$ cat src/rtl/serial_frame_sequencer_pkg.sv
// Shared types for the serial frame sequencer: field codes, FSM encoding and the
// read-count width helper used by the top level and the buffer interface.
package serial_frame_sequencer_pkg;

  typedef logic [1:0] field_t;

  localparam field_t FIELD_CMD  = 2'd0;
  localparam field_t FIELD_ADDR = 2'd1;
  localparam field_t FIELD_DATA = 2'd2;

  typedef enum logic [2:0] {
    ST_IDLE   = 3'd0,
    ST_ARM    = 3'd1,
    ST_GUARD  = 3'd2,
    ST_WAIT   = 3'd3,
    ST_NEXT   = 3'd4,
    ST_FINISH = 3'd5
  } seq_state_t;

  // Width needed to hold a bit count from 0 up to and including buf_size.
  function automatic int ctr_size(input int buf_size);
    return $clog2(buf_size + 1);
  endfunction

endpackage

$ cat src/rtl/serial_frame_sequencer_if.sv
// Handshake bundle between the frame sequencer (master) and one serial read buffer (slave).
interface serial_frame_sequencer_if #(
  parameter int BUF_SIZE = 32
) ();
  import serial_frame_sequencer_pkg::*;

  localparam int CTR_SIZE = ctr_size(BUF_SIZE);

  logic                buf_start;
  logic [CTR_SIZE-1:0] buf_read_count;
  logic                buf_abort;
  logic                buf_done;
  logic [BUF_SIZE-1:0] buf_data;

  modport master (
    output buf_start,
    output buf_read_count,
    output buf_abort,
    input  buf_done,
    input  buf_data
  );

  modport slave (
    input  buf_start,
    input  buf_read_count,
    input  buf_abort,
    output buf_done,
    output buf_data
  );

endinterface

$ cat src/rtl/serial_field_align.sv
// Right-aligns an n-bit field captured by the read buffer; masks for MSB-first
// shifting, shifts down for LSB-first shifting. n >= BUF_SIZE passes data through.
module serial_field_align #(
  parameter int BUF_SIZE  = 32,
  parameter int CTR_SIZE  = 6,
  parameter bit LSB_FIRST = 1'b0
) (
  input  logic [BUF_SIZE-1:0] buf_data,
  input  logic [CTR_SIZE-1:0] n,
  output logic [BUF_SIZE-1:0] field_data
);

  generate
    if (LSB_FIRST) begin : g_lsb
      // LSB-first buffers fill from the top, so the field sits in the upper n bits.
      logic [CTR_SIZE-1:0] shift;
      assign shift      = CTR_SIZE'(BUF_SIZE) - n;
      assign field_data = (n >= CTR_SIZE'(BUF_SIZE)) ? buf_data : (buf_data >> shift);
    end else begin : g_msb
      logic [BUF_SIZE-1:0] mask;
      for (genvar gi = 0; gi < BUF_SIZE; gi++) begin : g_mask
        assign mask[gi] = (CTR_SIZE'(gi) < n);
      end
      assign field_data = buf_data & mask;
    end
  endgenerate

endmodule

$ cat src/rtl/serial_frame_sequencer.sv
// Serial frame sequencer: walks a read buffer through CMD, optional ADDR and N DATA fields.
// Optional statistics counters are built when SEQ_STATS_EN is defined.
module serial_frame_sequencer
  import serial_frame_sequencer_pkg::*;
#(
  parameter int BUF_SIZE  = 32,
  parameter int CMD_BITS  = 8,
  parameter int ADDR_BITS = 24,
  parameter int DATA_BITS = 32,
  parameter bit LSB_FIRST = 1'b0
) (
  input  logic                         sys_clk,
  input  logic                         rst_n,
  input  logic                         frame_active,
  serial_frame_sequencer_if.master     buf_if,
  output logic [BUF_SIZE-1:0]          field_data,
  output logic [1:0]                   field_type,
  output logic                         field_valid,
  output logic                         frame_done,
  output logic                         frame_err,
  output logic                         busy
`ifdef SEQ_STATS_EN
  ,
  output logic [15:0]                  frame_ok_cnt,
  output logic [15:0]                  frame_err_cnt
`endif
);

  localparam int CTR_SIZE = ctr_size(BUF_SIZE);

  localparam logic [CTR_SIZE-1:0] CMD_N  = CTR_SIZE'(CMD_BITS);
  localparam logic [CTR_SIZE-1:0] ADDR_N = CTR_SIZE'(ADDR_BITS);
  localparam logic [CTR_SIZE-1:0] DATA_N = CTR_SIZE'(DATA_BITS);

  seq_state_t          state_reg, state_next;
  field_t              cur_field_reg, cur_field_next;
  logic [3:0]          word_ctr_reg, word_ctr_next;
  logic                has_addr_reg, has_addr_next;
  logic                active_d_reg;
  logic [CTR_SIZE-1:0] read_count_reg, read_count_next;
  logic                start_reg, start_next;
  logic                abort_reg, abort_next;
  logic [BUF_SIZE-1:0] field_data_reg, field_data_next;
  field_t              field_type_reg, field_type_next;
  logic                valid_reg, valid_next;
  logic                done_reg, done_next;
  logic                err_reg, err_next;

  logic [BUF_SIZE-1:0] aligned;
  field_t              target;
  logic                finish;

  function automatic logic [CTR_SIZE-1:0] field_len(input field_t f);
    case (f)
      FIELD_CMD:  return CMD_N;
      FIELD_ADDR: return ADDR_N;
      default:    return DATA_N;
    endcase
  endfunction

  // read_count_reg still holds the width of the field being captured while in WAIT.
  serial_field_align #(
    .BUF_SIZE  (BUF_SIZE),
    .CTR_SIZE  (CTR_SIZE),
    .LSB_FIRST (LSB_FIRST)
  ) u_align (
    .buf_data   (buf_if.buf_data),
    .n          (read_count_reg),
    .field_data (aligned)
  );

  always_ff @(posedge sys_clk or negedge rst_n) begin
    if (!rst_n) begin
      state_reg      <= ST_IDLE;
      cur_field_reg  <= FIELD_CMD;
      word_ctr_reg   <= 4'd0;
      has_addr_reg   <= 1'b0;
      active_d_reg   <= 1'b0;
      read_count_reg <= '0;
      start_reg      <= 1'b0;
      abort_reg      <= 1'b0;
      field_data_reg <= '0;
      field_type_reg <= FIELD_CMD;
      valid_reg      <= 1'b0;
      done_reg       <= 1'b0;
      err_reg        <= 1'b0;
    end else begin
      state_reg      <= state_next;
      cur_field_reg  <= cur_field_next;
      word_ctr_reg   <= word_ctr_next;
      has_addr_reg   <= has_addr_next;
      active_d_reg   <= frame_active;
      read_count_reg <= read_count_next;
      start_reg      <= start_next;
      abort_reg      <= abort_next;
      field_data_reg <= field_data_next;
      field_type_reg <= field_type_next;
      valid_reg      <= valid_next;
      done_reg       <= done_next;
      err_reg        <= err_next;
    end
  end

  always_comb begin
    state_next      = state_reg;
    cur_field_next  = cur_field_reg;
    word_ctr_next   = word_ctr_reg;
    has_addr_next   = has_addr_reg;
    read_count_next = read_count_reg;
    field_data_next = field_data_reg;
    field_type_next = field_type_reg;
    start_next      = 1'b0;
    abort_next      = 1'b0;
    valid_next      = 1'b0;
    done_next       = 1'b0;
    err_next        = 1'b0;
    target          = FIELD_DATA;
    finish          = 1'b0;

    case (state_reg)
      ST_IDLE: begin
        if (frame_active && !active_d_reg) begin
          state_next      = ST_ARM;
          cur_field_next  = FIELD_CMD;
          start_next      = 1'b1;
          read_count_next = field_len(FIELD_CMD);
        end
      end

      ST_ARM, ST_GUARD: begin
        if (!frame_active) begin
          state_next = ST_IDLE;
          abort_next = 1'b1;
          err_next   = 1'b1;
        end else begin
          state_next = (state_reg == ST_ARM) ? ST_GUARD : ST_WAIT;
        end
      end

      ST_WAIT: begin
        // A completed field wins over a simultaneous frame drop; NEXT decides what follows.
        if (buf_if.buf_done) begin
          field_data_next = aligned;
          field_type_next = cur_field_reg;
          valid_next      = 1'b1;
          state_next      = ST_NEXT;
          if (cur_field_reg == FIELD_CMD) begin
            has_addr_next = aligned[CMD_BITS-1];
            word_ctr_next = aligned[3:0];
          end
        end else if (!frame_active) begin
          state_next = ST_IDLE;
          abort_next = 1'b1;
          err_next   = 1'b1;
        end
      end

      ST_NEXT: begin
        case (cur_field_reg)
          FIELD_CMD: begin
            if (has_addr_reg) target = FIELD_ADDR;
            else              finish = (word_ctr_reg == 4'd0);
          end
          FIELD_ADDR: finish = (word_ctr_reg == 4'd0);
          default: begin
            word_ctr_next = word_ctr_reg - 4'd1;
            finish        = (word_ctr_reg == 4'd1);
          end
        endcase

        // The final field is complete, so a frame drop here is a normal end.
        if (finish) begin
          state_next = ST_FINISH;
          done_next  = 1'b1;
        end else if (!frame_active) begin
          state_next = ST_IDLE;
          abort_next = 1'b1;
          err_next   = 1'b1;
        end else begin
          state_next      = ST_ARM;
          cur_field_next  = target;
          start_next      = 1'b1;
          read_count_next = field_len(target);
        end
      end

      ST_FINISH: state_next = ST_IDLE;

      default: state_next = ST_IDLE;
    endcase
  end

  assign buf_if.buf_start      = start_reg;
  assign buf_if.buf_read_count = read_count_reg;
  assign buf_if.buf_abort      = abort_reg;

  assign field_data  = field_data_reg;
  assign field_type  = field_type_reg;
  assign field_valid = valid_reg;
  assign frame_done  = done_reg;
  assign frame_err   = err_reg;
  assign busy        = (state_reg != ST_IDLE);

`ifdef SEQ_STATS_EN
  logic [15:0] ok_cnt_reg;
  logic [15:0] err_cnt_reg;

  // Counters saturate so a long-running link never wraps back to a small count.
  always_ff @(posedge sys_clk or negedge rst_n) begin
    if (!rst_n) begin
      ok_cnt_reg  <= 16'd0;
      err_cnt_reg <= 16'd0;
    end else begin
      if (done_next && (ok_cnt_reg != 16'hFFFF))  ok_cnt_reg  <= ok_cnt_reg + 16'd1;
      if (err_next && (err_cnt_reg != 16'hFFFF)) err_cnt_reg <= err_cnt_reg + 16'd1;
    end
  end

  assign frame_ok_cnt  = ok_cnt_reg;
  assign frame_err_cnt = err_cnt_reg;
`endif

endmodule
$ cat src/flat_wrapper.sv
// flat-port wrapper written by rule: the top's interface ports become plain ports
module serial_frame_sequencer_flat import serial_frame_sequencer_pkg::*;
#(
  parameter int BUF_SIZE  = 32,
  parameter int CMD_BITS  = 8,
  parameter int ADDR_BITS = 24,
  parameter int DATA_BITS = 32,
  parameter bit LSB_FIRST = 1'b0
)
  (sys_clk, rst_n, frame_active, field_data, field_type, field_valid, frame_done, frame_err, busy, buf_if_buf_start, buf_if_buf_read_count, buf_if_buf_abort, buf_if_buf_done, buf_if_buf_data);
  serial_frame_sequencer_if #(.BUF_SIZE(BUF_SIZE)) buf_if_i ();
  input  logic sys_clk;
  input  logic rst_n;
  input  logic frame_active;
  output logic [BUF_SIZE-1:0] field_data;
  output logic [1:0] field_type;
  output logic field_valid;
  output logic frame_done;
  output logic frame_err;
  output logic busy;
  output wire logic [$bits(buf_if_i.buf_start)-1:0] buf_if_buf_start;
  output wire logic [$bits(buf_if_i.buf_read_count)-1:0] buf_if_buf_read_count;
  output wire logic [$bits(buf_if_i.buf_abort)-1:0] buf_if_buf_abort;
  input wire logic [$bits(buf_if_i.buf_done)-1:0] buf_if_buf_done;
  input wire logic [$bits(buf_if_i.buf_data)-1:0] buf_if_buf_data;
  assign buf_if_buf_start = buf_if_i.buf_start;
  assign buf_if_buf_read_count = buf_if_i.buf_read_count;
  assign buf_if_buf_abort = buf_if_i.buf_abort;
  assign buf_if_i.buf_done = buf_if_buf_done;
  assign buf_if_i.buf_data = buf_if_buf_data;
  serial_frame_sequencer #(.BUF_SIZE(BUF_SIZE), .CMD_BITS(CMD_BITS), .ADDR_BITS(ADDR_BITS), .DATA_BITS(DATA_BITS), .LSB_FIRST(LSB_FIRST)) u_core (.sys_clk(sys_clk), .rst_n(rst_n), .frame_active(frame_active), .buf_if(buf_if_i), .field_data(field_data), .field_type(field_type), .field_valid(field_valid), .frame_done(frame_done), .frame_err(frame_err), .busy(busy));
endmodule
$ cat config.mk
export PLATFORM = sky130hd
export DESIGN_NAME = serial_frame_sequencer_flat
export DESIGN_NICKNAME = d
export VERILOG_FILES = /design/src/rtl/serial_frame_sequencer_pkg.sv /design/src/rtl/serial_frame_sequencer_if.sv /design/src/rtl/serial_field_align.sv /design/src/rtl/serial_frame_sequencer.sv /design/src/flat_wrapper.sv
export SDC_FILE = /design/constraint.sdc
export NUM_CORES = 1
export LEC_CHECK = 0
export ABC_AREA = 1
export BUFFER_PORTS_ARGS = -buffer_cell sky130_fd_sc_hd__buf_2
export CORE_ASPECT_RATIO = 0.6
export CORE_MARGIN = 5
export CORE_UTILIZATION = 53
export DETAILED_ROUTE_END_ITERATION = 7
export PLACE_DENSITY = 0.84
export SETUP_SLACK_MARGIN = 0.4
export SLEW_MARGIN = 20
export SYNTH_ARGS = -nofsm -noshare
export SYNTH_HDL_FRONTEND = slang
export SYNTH_SLANG_ARGS = --single-unit
$ cat constraint.sdc
create_clock -name sys_clk -period 3.2 [get_ports sys_clk]
set_clock_uncertainty 0.2 [all_clocks]
set_input_delay 0.32 -clock sys_clk [delete_from_list [all_inputs] [get_ports sys_clk]]
set_output_delay 0.32 -clock sys_clk [all_outputs]
set_load 0.005 [all_outputs]
# Word-level counts from Yosys, hierarchy flattened
# Cells that the tools add are included.
# totals
inputBits,36
romBits,0
elab_cells,115
mem_count,0
register_bits,55
out_inout_bits,46
mem_bits_rw,0
latchBits,0
# op_classes
bitwise,1
n_addsub,1
muxes,39
div,0
n_reduce_logical,16
n_lt_le_gt_ge,32
eq_ne,14
shifts,0
multipliers,0
# ops
cell,n
$lt 5x6->1 const A,16
$lt 4x6->1 const A,8
$and 32x32->32,1
$lt 3x6->1 const A,4
$pmux 6 s2,2
$mux 6,3
$mux 3,5
$mux 1,14
$lt 1x6->1 const A,2
$lt 2x6->1 const A,2
$mux 2,6
$mux 4,3
$pmux 3 s4,1
$ne 2x2->1 const B,4
$pmux 4 s2,1
$reduce_and 4->1,2
$eq 3x2->1 const B,2
$eq 2x1->1 const B,2
$eq 4x1->1 const B,1
$logic_not 2->1,2
$logic_not 4->1,1
$ne 2x1->1 const B,2
$pmux 1 s2,2
$pmux 2 s2,1
13 further kinds,16

# Longest topological paths before layout
# Gate-level depths: netlist (run 1).
# logic_depth
depth_word,8
mapped_depth,10
mapped_depth_nobuf,10

# By module
# A second synthesis (run 1) with hierarchy kept.
# unflattened
hier_cells,395
area_unflattened_um2,2808.9
# by_module_without_submodules
mod,cells_each,seq_area_each_um2,area_per_inst_um2,n_inst
serial_frame_sequencer,275,1276.2,2284.7,1
serial_field_align,120,0.0,524.3,1

# Least setup slack after synthesis (run 1)
# OpenSTA, ideal clock, no wires.
# synth_timing
path_type,reg-to-reg
startpoint,"register, netlist name u_core.buf_if.buf_read_count[5]"
endpoint,"register u_core.read_count_reg[3], in the netlist u_core.buf_if.buf_read_count[3]"
arrival_ps,1100
slack_ps,1782
n_path_buf,1
period_less_slack_ps,1418
required_time_ps,2881
stages_incl_launch_ff,8
setup_ps,119
cell_sequence,dfrtp_1 > buf_6 > nor2_4 > nand2_1 > nand2_1 > nand2_2 > nand3_1 > nand2_1
# synth_rtl
element,line_no,source
"end signal, assigned",serial_frame_sequencer.sv:93,read_count_reg <= read_count_next;
"end, declared",serial_frame_sequencer.sv:40,"logic [CTR_SIZE-1:0] read_count_reg, read_count_next;"

# Final worst setup path (run 1)
# layout_timing
startpoint,register u_core.state_reg[0]
endpoint,"register u_core.field_data_reg[6], in the netlist u_core.field_data[6]"
# layout_between
elab_chain_len,2
# layout_lines
element,line_no,source
"start, declared",serial_frame_sequencer.sv:35,"seq_state_t state_reg, state_next;"
"start signal, assigned",serial_frame_sequencer.sv:88,state_reg <= state_next;
$eq 3x2->1,serial_frame_sequencer.sv:120,case (state_reg)
$reduce_and 2->1 (no source line),-,
"end signal, assigned",serial_frame_sequencer.sv:96,field_data_reg <= field_data_next;
"end, declared",serial_frame_sequencer.sv:43,"logic [BUF_SIZE-1:0] field_data_reg, field_data_next;"
# Every way passes these cells.
# A chain may end at the register's enable or synchronous reset.

==> results of run 1 <==
## metal layers
metal  routed length (um)  track usage [%]
met5                    0                0
met4                   38             4.31
met3                  408             6.44
met2                 2340             31.3
met1                 2520             26.9
## report_power, final
| part | internal [W] | switching [W] | leakage [nW] |
|---|---|---|---|
| logic | 0.000316 | 0.000483 | 0.816 |
| registers | 0.000809 | 0.000145 | 0.678 |
| clock network | 0.000167 | 0.000189 | 0.0431 |
## cells in the final DEF, fill, tap and decap left out, drive strengths merged
cell type / instances
nand4: 2
dlygate4sd3: 1
xor2: 1
o21ai: 35
a21boi: 1
o21a: 1
a21oi: 3
ha: 3
nor2: 13
clkbuf: 6
conb: 3
inv: 16
dfrtp: 50
nand2: 117
buf: 79
nand3: 12
## per-stage QoR
stage / power (W) / cells
after floorplan: 0.00148 / 270
after global placement: 0.00173 / 396
after detailed placement: 0.00176 / 396
after CTS: 0.00212 / 402
after global routing: 0.00229 / 403
final: 0.00211 / 403
## how the worst max path moves through the flow
| stage | slack (ns) | start | endpoint | depth (start not counted) |
|---|---|---|---|---|
| 6_report | 1.18 | u_core.state_reg[0]$_DFFE_PN0P_ | u_core.field_data[6]$_DFFE_PN0P_ | 6 |
| 4_1_cts | 1.20 | u_core.state_reg[0]$_DFFE_PN0P_ | u_core.field_data[6]$_DFFE_PN0P_ | 6 |
| 3_3_place_gp | 1.29 | u_core.state_reg[2]$_DFFE_PN0P_ | u_core.field_data[3]$_DFFE_PN0P_ | 5 |
| 5_1_grt | 1.01 | u_core.state_reg[0]$_DFFE_PN0P_ | u_core.field_data[3]$_DFFE_PN0P_ | 6 |
| 2_1_floorplan | 1.78 | u_core.buf_if.buf_read_count[5]$_DFFE_PN0P_ | u_core.buf_if.buf_read_count[3]$_DFFE_PN0P_ | 7 |
| 3_5_place_dp | 1.21 | u_core.state_reg[1]$_DFFE_PN0P_ | u_core.field_data[6]$_DFFE_PN0P_ | 6 |
## cell families (layout without fill, tap and decap cells)
group           after synthesis  count (layout)  synth area share [%]
other cells                   1               3                 0.164
buf+inv                      29             102                  7.22
fa+ha+maj                     3               3                  1.64
flops                        50              50                  54.7
simple gates                144             144                  25.9
compound gates               40              40                  9.96
xor+xnor                      1               1                 0.383
## final cells by class
cell class / instances / area, um2 / share of cell area (%)
sequential: 50 / 1250 / 45.4
timing repair buffer: 80 / 410 / 14.9
inverter: 16 / 60.1 / 2.18
multi-input combinational: 191 / 878 / 31.9
clock buffer: 6 / 82.6 / 2.99
tap: 60 / 75.1 / 2.72
## worst max-delay path, delay by kind of cell (launching register included)
kind | cells | cell delay, ns
and+or+nand+nor | 4 | 0.82
AOI/OAI and AO/OA | 1 | 0.07
buffers and inverters | 1 | 0.42
DFF | 1 | 0.39
## what timing repair did
action | 4_1_cts | 5_1_grt
gates resized for setup | 0 | 0
hold endpoints to repair | 0 | 50
hold buffers | 0 | 1
==> impl_results.md, run 1 <==
- Outcome: finished clean
- Nets: 383
- Power Dens Cells: 765 nW/um2
- # IOs: 82
- Initial antenna violation count: 0
- Height of the die: 60.9 um
- Clock buffer depth: 2
- Worst EP required: 3.18 ns
- Final global-route overflow total: 0
- Worst hold path startpoint: frame_active
- Register-to-Register Path Depth: 6
- Post-synth EDFFs: 0
- Num rows: 18
- Number of global-route vias before repair: 1874
- Drt wl/cell: 13.2 um
- Total GRT Usage: 19.7%
- Die Area: 5770 um2
- TNS Setup: 0 ns
- Core Box Area: 4140 um2
- Clk root buf: clkbuf_8
- Yosys reg bits: 50
- I/O Buffers: 78
- Global-route wire length before repair: 8.65 mm
- Horiz. Die Dim: 94.8 um
- RSZ-0062 raised after global routing: false
- Syn Std Cell Area: 2290 um2
- Drt first pass iters: 4
- Most common cell on crit path: nand2_1
- Synth Flop Type: dfrtp_1
- RD Place Congestion: 0.868
- DP Area: 2660 um2
- Seq/Total Area, Yosys: 54.7%
- CP max FO: 48
- Diode count: 0
- Dominant cell by count in the synthesized netlist: nand2_1
- Critical path cell sequence: nand2_1 > nor2_2 > nand2_2 > buf_4 > nand2_1 > o21ai_1
- Slew HR: 43.9%
- Leakage: 1.54 nW
- Synth area leaders: dfrtp_1 (55%), nand2_1 (18%), o21ai_1 (4.2%)
- H-tree Lvls: 2
- Final WL: 5.31 mm
- Max incr delay on CP: 0.50 ns
- Worst slack, placed: 1.21 ns
- DRT iter0 DRCs: 99
- Worst ir drop on vdd: 309 uV
- Max-slew violations: 0
- Hold Path End: u_core.active_d_reg$_DFF_PN0_
- Share of the synthesized area in the top cell type: 54.7%
- DRC: 0
- Setup slack, reg-to-reg: 1.18 ns
- CTS Buf Count: 5
- Reg2reg end: u_core.field_data[6]$_DFFE_PN0P_
- CTS tree: built
- Crit path capture type: flip-flop
- Post-Syn Area per Cell: 8.53 um2
- CTS sink count: 50
- CP arrival: 2.00 ns
- CP Launch Type: flip-flop
- Layout area overhead: 20.6%
- Number of vias per cell: 4.85
- Transition time of the tightest slew-check pin: 0.839 ns
- Share of cells above drive strength 1: 30.0%
- Post-synth top cells: nand2_1 (112), dfrtp_1 (50), o21ai_1 (19)
- Max Cap Violations: 0
- Leading area contributor after synthesis: dfrtp_1
- RR Startpoint: u_core.state_reg[0]$_DFFE_PN0P_
- Synth Instances: 268
- Clk slew on worst S/H paths: 0.08 ns
- Post-DRT Antenna Nets: 0
- Minimum clock period after layout: 2.02 ns
- Setup ws final: 1.18 ns
- Final hold slack: 0.0147 ns
- Post-CTS Setup Bufs: 0
- Number of fill cells in the layout: 378
- Max reg flops: 32
- Finished layout cell area: 2760 um2
- Worst-Skew Late Latency: 0.29 ns
- Async SR Flop Fraction: 100%
- HPWL after DPL: 3.98 mm
- Synth unique cells: 24
- Worst Hold Class: input pin to flip-flop
- Final setup fails: 0
- Initial Utilization: 55.2%
- Fmax achieved: 0.494 GHz
- Worst Hold Depth: 1
- Fin. Hold Viols: 0
- Slowest cell on crit path: nand2_2
- Critical path class: flip-flop to flip-flop
- Yosys warns: 0
- Finished Core Util: 66.5%
- Vias: 1955
- Largest net degree at the start of global routing: 51
- Final worst path period share: 63.2%
(Power assumes the default switching activity.)
==> inputs of run 2 (changes only) <==
Settings changed: CORE_UTILIZATION 53 to 49, PLACE_DENSITY 0.84 to 0.79.
Clock period 3.2 ns to 2.11 ns, I/O delays scaled along.
==> impl_results.md, run 2 (synthesis results as in run 1) <==
- Outcome: finished clean (unchanged)
- Layout area overhead: 38.2% (was 20.6%)
- RSZ-0062 raised after global routing: true (was false)
- Diode count: 0 (unchanged)
- CP Launch Type: flip-flop (unchanged)
- Power Dens Cells: 1080 nW/um2 (was 765 nW/um2)
- Initial antenna violation count: 0 (unchanged)
- Worst hold path startpoint: buf_if_buf_done (was frame_active)
- Final worst path period share: 76.3%
- Number of vias per cell: 4.58 (was 4.85)
- Nets: 418 (was 383)
- Die Area: 6180 um2 (was 5770 um2)
- Register-to-Register Path Depth: 6 (unchanged)
- Internal power: 0.00214 W (was 0.00129 W)
- Final setup fails: 0 (unchanged)
- Most frequent cells in the layout: nand2_1 (112), buf_2 (78), dfrtp_1 (49) (was nand2_1 (112), buf_2 (77), dfrtp_1 (50))
- # IOs: 82 (unchanged)
- Max reg flops: 32 (unchanged)
- HPWL after DPL: 3.88 mm (was 3.98 mm)
- RR Startpoint: u_core.buf_if.buf_read_count[5]$_DFFE_PN0P_ (was u_core.state_reg[0]$_DFFE_PN0P_)
- Switching part of the total: 37.4% (was 38.7%)
- Share of cells above drive strength 1: 28.7% (was 30.0%)
- Max-slew violations: 0 (unchanged)
- Horiz. Die Dim: 98.2 um (was 94.8 um)
- Crit path capture type: output port (was flip-flop)
- Largest net degree at the start of global routing: 55 (was 51)
- Vias: 2029 (was 1955)
- Clk slew on worst S/H paths: 0.08 ns (about the same)
- RD Place Congestion: 0.880 (was 0.868)
- Global-route wire length before repair: 9.60 mm (was 8.65 mm)
- Clk root buf: clkbuf_8 (unchanged)
- CP arrival: 1.20 ns (was 2.00 ns)
- Seq pwr share: 42.6% (was 45.2%)
- Number of fill cells in the layout: 382 (was 378)
- Number of global-route vias before repair: 1981 (was 1874)
- Num rows: 19 (was 18)
- Height of the die: 62.9 um (was 60.9 um)
- Switching power total: 0.00128 W (was 0.000817 W)
- Clock buffer depth: 2 (unchanged)
- Max Cap Violations: 0 (unchanged)
- CTS Buf Count: 5 (unchanged)
- I/O Buffers: 78 (unchanged)
- Final global-route overflow total: 0 (unchanged)
- Setup slack, reg-to-reg: 0.52 ns (was 1.18 ns)
- Combinational fraction of design power: 38.1% (was 37.9%)
- Initial Utilization: 50.4% (was 55.2%)
- DRC: 0 (unchanged)
- Fmax achieved: 0.621 GHz
- Leakage: 1.71 nW (was 1.54 nW)
- Worst ir drop on vdd: 671 uV (was 309 uV)
- Critical path class: flip-flop to output port (was flip-flop to flip-flop)
- Drt first pass iters: 4 (unchanged)
- Sequential Area: 1250 um2 (about the same)
- Core Box Area: 4540 um2 (was 4140 um2)
- Post-DRT Antenna Nets: 0 (unchanged)
- Drt wl/cell: 12.8 um (was 13.2 um)
- Fin. Hold Viols: 0 (unchanged)
- CP max FO: 5 (was 48)
- Worst Hold Depth: 4 (was 1)
- Worst EP required: 1.70 ns (was 3.18 ns)
- Commonest non-fill, non-tap cell in the layout: nand2_1 (unchanged)
- Area of the multi-input gates: 886 um2 (was 878 um2)
- Worst Hold Class: input pin to flip-flop (unchanged)
- Minimum clock period after layout: 1.61 ns
- Total GRT Usage: 19.3% (was 19.7%)
- CTS sink count: 50 (unchanged)
- TNS Setup: 0 ns (unchanged)
- Final WL: 5.67 mm (was 5.31 mm)
- CTS tree: built (unchanged)
- H-tree Lvls: 2 (unchanged)
- Clock power frac: 19.4% (was 16.9%)
- Finished Core Util: 69.6% (was 66.5%)
- Worst-Skew Late Latency: 0.30 ns (was 0.29 ns)
- Hold Path End: u_core.has_addr_reg$_DFFE_PN0P_ (was u_core.active_d_reg$_DFF_PN0_)
- DRT iter0 DRCs: 137 (was 99)
- Reg2reg end: u_core.word_ctr_reg[1]$_DFFE_PN0P_ (was u_core.field_data[6]$_DFFE_PN0P_)
## run 2: timing repair
item	4_1_cts	5_1_grt
hold buffers	33	0
hold endpoints to repair	83	0
endpoints found under the setup margin	0	29
resized for setup	0	5
buffers inserted	0	1
## run 2: worst max path at each step
stage | from | end | slack (ns) | depth (start not counted)
4_1_cts | u_core.buf_if.buf_read_count[5]$_DFFE_PN0P_ | u_core.word_ctr_reg[0]$_DFFE_PN0P_ | 0.40 | 6
3_5_place_dp | u_core.buf_if.buf_read_count[5]$_DFFE_PN0P_ | u_core.cur_field_reg[0]$_DFFE_PN0P_ | 0.43 | 6
6_report | u_core.state_reg[0]$_DFFE_PN0P_ | busy | 0.50 | 3
2_1_floorplan | u_core.buf_if.buf_read_count[5]$_DFFE_PN0P_ | u_core.buf_if.buf_read_count[3]$_DFFE_PN0P_ | 0.69 | 7
3_3_place_gp | u_core.buf_if.buf_read_count[5]$_DFFE_PN0P_ | u_core.word_ctr_reg[1]$_DFFE_PN0P_ | 0.47 | 6
5_1_grt | u_core.buf_if.buf_read_count[5]$_DFFE_PN0P_ | u_core.word_ctr_reg[1]$_DFFE_PN0P_ | 0.37 | 6
## run 2: layout make-up
cell class / instances / area share (%)
Sequential cell: 50 / 39.7
Multi-Input combinational cell: 191 / 28.0
Timing Repair Buffer: 115 / 24.5
Tap cell: 63 / 2.49
Clock buffer: 7 / 2.41
Inverter: 16 / 1.90
Clock inverter: 1 / 0.950
## run 2: metrics by stage
step | setup slack [ns] | hold WS (ns) | std cells | area [um2] | power [W]
2_1_floorplan | 0.692 | -0.285 | 270 | 2290 | 0.00224
3_3_place_gp | 0.465 | 0.0183 | 401 | 2710 | 0.00265
3_5_place_dp | 0.429 | 0.0218 | 401 | 2710 | 0.00269
4_1_cts | 0.404 | 0.0554 | 442 | 3140 | 0.00341
5_1_grt | 0.374 | 0.104 | 443 | 3160 | 0.00373
6_report | 0.499 | 0.0902 | 443 | 3160 | 0.00342
## run 2: power groups by stage
stage | Combinational (W) | Sequential (W) | Clock [W]
3_3_place_gp | 0.00121 | 0.00145 | 0
3_5_place_dp | 0.00123 | 0.00146 | 0
2_1_floorplan | 0.000821 | 0.00142 | 0
6_report | 0.00130 | 0.00145 | 0.000661
5_1_grt | 0.00151 | 0.00149 | 0.000723
4_1_cts | 0.00128 | 0.00144 | 0.000681
## run 2: critical path, stage by stage, from the launching register on
cell and delay [ns]:
dfrtp_1 0.41, nor2_2 0.21, nand2_1 0.13, buf_2 0.15
## run 2: layer usage
layer  global-route usage (%)  vias up  share of wire, %
met4                     4.09        0              0.97
met5                        0        -                 0
met2                     30.0       60                45
met3                     6.91        5               8.1
met1                     26.1      912                46
li1                         -     1052                 -
==> inputs of run 3 (changes only) <==
Clock period 2.11 ns to 1.5 ns, I/O delays scaled along.
==> impl_results.md, run 3 (synthesis results as in run 1) <==
- Outcome: finished with violations (was finished clean)
- Failing checks: negative hold slack, negative setup slack
- Largest net degree at the start of global routing: 51 (was 55)
- CTS sink count: 50 (unchanged)
- I/O Buffers: 78 (unchanged)
- Critical path cell sequence: nand2_2 > nor2_4 > buf_12 > nand2_4 > clkbuf_16 > o21ai_1 (was nor2_2 > nand2_1 > buf_2)
- Vias: 2589 (was 2029)
- Global-route wire length before repair: 11.8 mm (was 9.60 mm)
- Core Box Area: 4540 um2 (unchanged)
- Finished layout cell area: 4070 um2 (was 3160 um2)
- Commonest non-fill, non-tap cell in the layout: buf_2 (was nand2_1)
- Final worst path period share: 108%
- Num rows: 19 (unchanged)
- Drt first pass iters: 5 (was 4)
- Diode count: 0 (unchanged)
- DRT iter0 DRCs: 153 (was 137)
- Fin. Hold Viols: 1 (was 0)
- Most frequent cells in the layout: buf_2 (76), nand2_1 (69), dfrtp_1 (47) (was nand2_1 (112), buf_2 (78), dfrtp_1 (49))
- Crit path capture type: flip-flop (was output port)
- Minimum clock period after layout: 1.62 ns
- Final WL: 8.66 mm (was 5.67 mm)
- Drt wl/cell: 17.5 um (was 12.8 um)
- H-tree Lvls: 2 (unchanged)
- # IOs: 82 (unchanged)
- Worst EP required: 1.53 ns (was 1.70 ns)
- Slowest cell on crit path: dfrtp_1 (unchanged)
- Setup ws final: -0.124 ns (was 0.499 ns)
- CTS Buf Count: 5 (unchanged)
- Post-DRT Antenna Nets: 0 (unchanged)
- Final setup fails: 44 (was 0)
- Clk root buf: clkbuf_8 (unchanged)
- Total GRT Usage: 23.7% (was 19.3%)
- Hold buffers post-CTS: 33 (unchanged)
- Worst ir drop on vdd: 1210 uV (was 671 uV)
- Worst-Skew Late Latency: 0.31 ns (was 0.30 ns)
- Final global-route overflow total: 0 (unchanged)
- Number of global-route vias before repair: 2515 (was 1981)
- Worst Hold Class: input pin to flip-flop (unchanged)
- RSZ-0062 raised after global routing: true (unchanged)
- CTS tree: built (unchanged)
- Initial Utilization: 50.4% (unchanged)
- Leakage: 2.12 nW (was 1.71 nW)
- Height of the die: 62.9 um (unchanged)
- Clock buffer depth: 2 (unchanged)
- Share of cells above drive strength 1: 53.4% (was 28.7%)
- DP Area: 2780 um2 (was 2710 um2)
- Horiz. Die Dim: 98.2 um (unchanged)
- Power Dens Cells: 1590 nW/um2 (was 1080 nW/um2)
- CP max FO: 13 (was 5)
- Critical path class: flip-flop to flip-flop (was flip-flop to output port)
- Fmax achieved: 0.616 GHz
- Max incr delay on CP: 0.44 ns (was 0.41 ns)
- CP Launch Type: flip-flop (unchanged)
- Max Cap Violations: 0 (unchanged)
- Max-slew violations: 0 (unchanged)
- RD Place Congestion: 0.910 (was 0.880)
- Number of vias per cell: 5.24 (was 4.58)
- Layout area overhead: 78.0% (was 38.2%)
- Max reg flops: 32 (unchanged)
- Initial antenna violation count: 0 (unchanged)
- Total power: 0.00645 W (was 0.00342 W)
- TNS Setup: -2.55 ns (was 0 ns)
- HPWL after DPL: 4.06 mm (was 3.88 mm)
- Clk slew on worst S/H paths: 0.09 ns (was 0.08 ns)
- Die Area: 6180 um2 (unchanged)
- CP arrival: 1.65 ns (was 1.20 ns)
- DRC: 0 (unchanged)
- Final hold slack: -0.0777 ns (was 0.0902 ns)
- Nets: 469 (was 418)
-- run 3: cell count changes in the layout (fill, tap and decap cells not counted), moves of 4 or more --
cell and change:
nand2_1 -43, buf_4 +39, nand2_2 +28, nand2_4 +15, o21ai_2 +8, nor2_4 +6
inv_1 -5, nand3_1 -5, o21ai_0 -5, buf_6 +4, clkbuf_16 +4, nand3_2 +4
nor2_2 -4
-- run 3: critical path: cells and delay by family, from the launching register on --
family / cells / cell delay (ns)
buffers and inverters: 2 / 0.35
AOI/OAI and AO/OA: 1 / 0.16
DFF: 1 / 0.44
and+or+nand+nor: 3 / 0.38
-- run 3: final timing paths --
kind	startpoint	slack, ns	end	cells after the start
max in group asynchronous	rst_n	0.69	u_core.buf_if.buf_read_count[5]$_DFFE_PN0P_	3
min reg2reg	u_core.field_data[31]$_DFFE_PN0P_	0.30	u_core.field_data[31]$_DFFE_PN0P_	2
min in group asynchronous	rst_n	0.16	u_core.word_ctr_reg[3]$_DFFE_PN0P_	3
max	u_core.state_reg[0]$_DFFE_PN0P_	-0.12	u_core.field_data[20]$_DFFE_PN0P_	6
max reg2reg	u_core.state_reg[0]$_DFFE_PN0P_	-0.12	u_core.field_data[20]$_DFFE_PN0P_	6
min	buf_if_buf_data[0]	-0.08	u_core.field_data[0]$_DFFE_PN0P_	3
-- run 3: layer usage --
metal | routed length [um] | global-route usage (%) | vias to the layer above | share of wire [%]
met5 | 0 | 0 | - | 0
li1 | - | - | 1170 | -
met4 | 287 | 9.03 | 0 | 3.3
met1 | 3240 | 29.1 | 1248 | 37
met2 | 4350 | 39.9 | 141 | 50
met3 | 774 | 6.58 | 30 | 8.9
-- run 3: power by group --
group	leakage (nW)	switching [W]	internal (W)
Sequential	0.673	0.000344	0.00173
Combinational	1.39	0.00182	0.00164
Clock	0.0575	0.000453	0.000466
Total	2.12	0.00262	0.00384
-- run 3: area by class of cell --
class	instances	area [um2]
sequential	50	1250
inverter	16	85.1
fill	187	470
multi-input combinational	192	1210
clock buffer	8	110
timing repair buffer	165	1330
tap	63	78.8
-- run 3: repair_timing --
action | CTS | global route
setup endpoints to repair | 92 | 92
setup buffers | 23 | 18
gates resized for setup | 55 | 49
endpoints found under the hold margin | 84 | 1
gates cloned | 2 | 5
pin swaps | 25 | 21
-- run 3: stage by stage --
stage | utilization (%) | instances | hold slack [ns] | setup WS (ns)
finish | 89.6 | 494 | -0.0777 | -0.124
global route | 89.6 | 494 | -0.0606 | -0.173
CTS | 80.5 | 471 | -0.0984 | -0.00763
detailed placement | 61.3 | 405 | -0.0353 | -0.0364
global placement | 61.3 | 405 | -0.0416 | -0.00231
floorplan | - | 270 | -0.346 | 0.140
